**src/rtl/md5_bf_sched.sv**
```systemverilog
// md5_bf_sched: scans a BCD decimal range, issuing LANES ASCII candidates per cycle to external MD5 cores and latching the first matching tag.
// Define MD5_BF_PROGRESS_EN to add the saturating progress output (count of issued candidates).
module md5_bf_sched #(
  parameter int LANES = 4,
  parameter int DIGITS = 8,
  parameter int PIPE_LAT = 70
) (
  input  logic                        clk,
  input  logic                        reset_n,
  input  logic                        start,
  input  logic                        abort,
  input  logic [4*DIGITS-1:0]         low,
  input  logic [4*DIGITS-1:0]         high,
  input  logic [127:0]                hash,
  output logic [LANES-1:0]            cand_valid,
  output logic [LANES*8*DIGITS-1:0]   cand_msg,
  output logic [LANES*4*DIGITS-1:0]   cand_pass,
  input  logic [LANES-1:0]            res_valid,
  input  logic [LANES*128-1:0]        res_hash,
  input  logic [LANES*4*DIGITS-1:0]   res_pass,
  output logic                        busy,
  output logic                        done,
  output logic                        found,
  output logic [4*DIGITS-1:0]         pass
`ifdef MD5_BF_PROGRESS_EN
  ,
  output logic [31:0]                 progress
`endif
);
  localparam int W = 4*DIGITS;
  localparam int CW = $clog2(PIPE_LAT+1);
  typedef enum logic [1:0] {IDLE, RUN, DRAIN, DONE} state_t;
  state_t state;
  logic [W-1:0] base, high_r, next_base, hit_pass;
  logic [127:0] hash_r;
  logic [CW-1:0] drain_cnt;
  logic [LANES-1:0] lane_ok;
  logic [LANES*W-1:0] lane_val;
  logic exh_c, exhausted, hit, bcd_ok;

  function automatic logic [W:0] bcd_add(input logic [W-1:0] a, input int n);
    logic [4:0] d;
    logic c;
    int m;
    logic [W-1:0] s;
    c = 1'b0;
    m = n;
    s = '0;
    for (int i = 0; i < DIGITS; i++) begin
      d = {1'b0, a[4*i +: 4]} + 5'(m % 10) + {4'd0, c};
      c = d > 5'd9;
      s[4*i +: 4] = c ? 4'(d - 5'd10) : d[3:0];
      m = m / 10;
    end
    return {c | (m != 0), s};
  endfunction

  function automatic logic is_bcd(input logic [W-1:0] v);
    logic ok;
    ok = 1'b1;
    for (int i = 0; i < DIGITS; i++) ok = ok & (v[4*i +: 4] <= 4'd9);
    return ok;
  endfunction

  assign bcd_ok = is_bcd(low) && is_bcd(high);
  assign {exh_c, next_base} = bcd_add(base, LANES);
  assign exhausted = exh_c || next_base > high_r;

  for (genvar k = 0; k < LANES; k++) begin : g_lane
    logic [W:0] s;
    assign s = bcd_add(base, k);
    assign lane_val[k*W +: W] = s[W-1:0];
    assign lane_ok[k] = !s[W] && s[W-1:0] <= high_r;
    for (genvar i = 0; i < DIGITS; i++) begin : g_dig
      assign cand_msg[(k*DIGITS+i)*8 +: 8] = {4'h3, cand_pass[(k*DIGITS+i)*4 +: 4]};
    end
  end

  always_comb begin
    hit = 1'b0;
    hit_pass = '0;
    for (int k = LANES-1; k >= 0; k--)
      if (res_valid[k] && res_hash[k*128 +: 128] == hash_r) begin
        hit = 1'b1;
        hit_pass = res_pass[k*W +: W];
      end
  end

  always_ff @(posedge clk) begin
    if (!reset_n || abort) begin
      state <= IDLE;
      cand_valid <= '0;
      busy <= 1'b0;
      done <= 1'b0;
      found <= 1'b0;
      pass <= '0;
    end else if (state == IDLE || state == DONE) begin
      if (start) begin
        base <= low;
        high_r <= high;
        hash_r <= hash;
        found <= 1'b0;
        pass <= '0;
        state <= bcd_ok ? RUN : DONE;
        busy <= bcd_ok;
        done <= !bcd_ok;
      end
    end else if (hit) begin
      state <= DONE;
      cand_valid <= '0;
      busy <= 1'b0;
      done <= 1'b1;
      found <= 1'b1;
      pass <= hit_pass;
    end else if (state == RUN) begin
      cand_valid <= lane_ok;
      cand_pass <= lane_val;
      base <= next_base;
      drain_cnt <= '0;
      if (exhausted) state <= DRAIN;
    end else begin
      cand_valid <= '0;
      drain_cnt <= drain_cnt + CW'(1);
      if (drain_cnt == CW'(PIPE_LAT-1)) begin
        state <= DONE;
        busy <= 1'b0;
        done <= 1'b1;
      end
    end
  end

`ifdef MD5_BF_PROGRESS_EN
  logic [32:0] prog_sum;
  always_comb begin
    prog_sum = {1'b0, progress};
    for (int k = 0; k < LANES; k++) prog_sum = prog_sum + 33'(cand_valid[k]);
  end
  always_ff @(posedge clk) begin
    if (!reset_n || abort) progress <= '0;
    else if ((state == IDLE || state == DONE) && start) progress <= '0;
    else if (state == RUN || state == DRAIN) progress <= prog_sum[32] ? '1 : prog_sum[31:0];
  end
`endif
endmodule

```
**config.mk**
```make
export PLATFORM = sky130hd
export DESIGN_NAME = md5_bf_sched
export DESIGN_NICKNAME = d
export VERILOG_FILES = /design/src/rtl/md5_bf_sched.sv
export SDC_FILE = /design/constraint.sdc
export NUM_CORES = 1
export LEC_CHECK = 0
export CAP_MARGIN = 40
export CORE_AREA = 5 5 491 493
export CTS_CLUSTER_SIZE = 40
export DETAILED_ROUTE_END_ITERATION = 10
export DIE_AREA = 0 0 496 498
export GPL_TIMING_DRIVEN = 1
export PLACE_DENSITY = 0.37
export SLEW_MARGIN = 20
export SYNTH_ARGS = -nofsm -noshare
export SYNTH_HDL_FRONTEND = slang
export SYNTH_SLANG_ARGS = --single-unit
export TNS_END_PERCENT = 10
```
**constraint.sdc**
```tcl
create_clock -name clk -period 27.8 [get_ports clk]
set_clock_uncertainty 0.2 [all_clocks]
set_input_delay 5.56 -clock clk [delete_from_list [all_inputs] [get_ports clk]]
set_output_delay 5.56 -clock clk [all_outputs]
set_load 0.005 [all_outputs]
```
==> metrics <==
Seq/Total Area, Yosys=34.3%; core box area=0.237 mm^2; htree depth=2; post-synthesis cell count=3,146; largest net degree at the start of global routing=65; Clock transition at path regs=60 ps; Post-Synth XOR/XNOR Area=12.4%; compound-cell area share of the yosys netlist=17.6%; drc violations=0; Starting Density=13.0%; dpl ws=11,500 ps; full die area=0.247 mm^2; Data arrival, critical path=16,720 ps; max_slew headroom=39.0%; main combinational cell family by area after synthesis=compound AO/OA/AOI/OAI gates; synthesized flop and latch total=366; DRT iter0 DRCs=2,000; fin crit period=16,350 ps; vias in the first global route=30.5k; number of buffers created by CTS=56; Mean Syn Cell Area=9.80 um^2; max incr delay on CP=660 ps; max-cap violations=0; top cells by instance count after synthesis=xnor2_1 (354), edfxtp_1 (325), ha_1 (296); non-filler cells, final=7,428; Die W=496 um; GP Congestion=1.03; first-pass GRT wire length=307,000 um; peak supply drop=0.0493 mV; Gates resized, CTS repair=0; Core Rows=179; Simple-Gate Fraction of Synth Area=11.3%; Fillers=26.1k; leakage dissipation=17.3 nW; Setup TNS=0 ps; # placed instances=7,286; Post-synth EDFFs=325; clk sinks=366; Hold Violations, Final=0; RSZ-0062 raised after global routing=false; Worst-Margin Slew=906 ps; Post-CTS Setup Inserts=0; run status=finished clean; Slowest cell on crit path=edfxtp_1; most common cell in the netlist=xnor2_1; first-pass iteration count of the detailed router=5; Cell variety after synth=76; design area=0.0468 mm^2; synth warn=0; post-synthesis adder-cell area fraction=12.1%; Post-synth ARST share=0%; All-Layer GR Usage=18.8%; post-synth top area cell=edfxtp_1; Synth-to-Final Area Change=52.0%; initial antenna violation count=138; hpwl dp=213,000 um; layout cells sized above 1=6.21%; hold crit path type=reg -> reg; Max clock buf depth=3; nets=5,315; fin crit share=58.8%; hold buffer count at cts=0; CP required=28,160 ps; Synth top area share=31.7%; CP max FO=11; Clk Latency, worst-skew pair=700 ps; wirelength, routed=243,000 um; largest cells by area after synthesis=edfxtp_1 (32%), ha_1 (12%), xnor2_1 (10%); Vias=29.8k; final setup fails=0; Max Clk Rate=61.1 MHz; P per Cell Area=46.1 mW/mm^2; crit path kind=reg -> reg; Port-buffer cells=1,134; CP Capture Type=flip-flop; grt ovf=0; most frequent CP cell=ha_1; Avg WL per Cell=32.7 um; Slew Viols, Final=0; mux share of post-synthesis cell area=1.34%; post-route setup slack=11,450 ps; Syn Std Cell Area=0.0308 mm^2; Synth Flop Type=edfxtp_1; Die Y=498 um; CTS tree=yes; placed cell area=0.0449 mm^2; Antenna Violating Nets Remaining=0; Root Buffer=clkbuf_16; Final Util=19.8%; nature of the critical path startpoint=flip-flop; DR vias/cell=4.01; Boundary Pins=1,263
## routing by layer
metal | track usage (%) | vias up | wire length (um)
met2 | 36.6 | 1480 | 132000
met1 | 18.0 | 14500 | 80400
met5 | 0 | - | 283
met3 | 3.90 | 485 | 14000
met4 | 10.9 | 42 | 16700
li1 | - | 13300 | -
## critical path: cells and delay by family, from the launching register on
family / cells / cell delay (ps)
xor+xnor: 8 / 2130
mux: 4 / 1100
compound gates: 21 / 4600
fa+ha+maj: 23 / 5250
buf+inv: 8 / 1070
simple gates: 8 / 1200
flops: 1 / 660
## placed cells by master, fill, tap and decap left out, drive strengths merged, types with 59 or more instances in the layout
master	instances
a21o	74
o22ai	75
o21ai	138
nand2b	97
nor2b	71
xor2	80
buf	61
inv	269
clkdlybuf4s50	1134
nor4	63
conb	128
ha	296
clkbuf	67
nand2	116
nand3	59
edfxtp	325
nand4	104
nor2	75
xnor2	356
a21oi	92
## logic make-up after synthesis
| logic type | after synthesis |
|---|---|
| AO/OA/AOI/OAI | 746 |
| AND/OR/NAND/NOR | 643 |
| buffers and inverters | 619 |
| XOR/XNOR | 436 |
| flip-flops | 366 |
| adder cells (fa/ha/maj) | 297 |
| multiplexers | 37 |
| other | 2 |
## flip-flops by register name, indices dropped and copies added (netlist names), 2 cells and up
| register | cells |
|---|---|
| cand_pass | 126 |
| cand_valid | 4 |
| base | 32 |
| pass | 32 |
| state | 2 |
| hash_r | 128 |
| drain_cnt | 7 |
| high_r | 32 |
## stage by stage
| step | hold WS (ps) | total power, mW |
|---|---|---|
| 2_1_floorplan | 251 | 1.07 |
| 3_3_place_gp | 235 | 1.42 |
| 3_5_place_dp | 238 | 1.43 |
| 4_1_cts | 254 | 2.20 |
| 5_1_grt | 265 | 2.27 |
| 6_report | 253 | 2.16 |
## power by group
group | total (mW) | switching, mW | internal [mW]
Sequential | 0.679 | 0.0419 | 0.637
Combinational | 0.739 | 0.406 | 0.333
Clock | 0.744 | 0.323 | 0.421
## final timing paths
kind / startpoint / end / slack, ps / cells after the start
setup / recovery: base[2] / cand_valid[0] / 11450 / 72
setup reg to reg: base[2] / cand_valid[0] / 11450 / 72
hold reg to reg: pass[24] / pass[24] / 250 / 1
hold / removal: pass[24] / pass[24] / 250 / 1
## cell type report
class | count | area [um^2] | share of cell area, %
diodes | 39 | 97.6 | 0.208
clock buffers | 67 | 1450 | 3.10
clock inverters | 35 | 384 | 0.820
inverters | 271 | 1020 | 2.18
multi-input cells | 2287 | 17400 | 37.2
flip-flops and latches | 366 | 10600 | 22.6
well taps | 3167 | 3960 | 8.46
repair buffers | 1196 | 11900 | 25.5
Note: power is estimated with default switching activity, not from simulation.
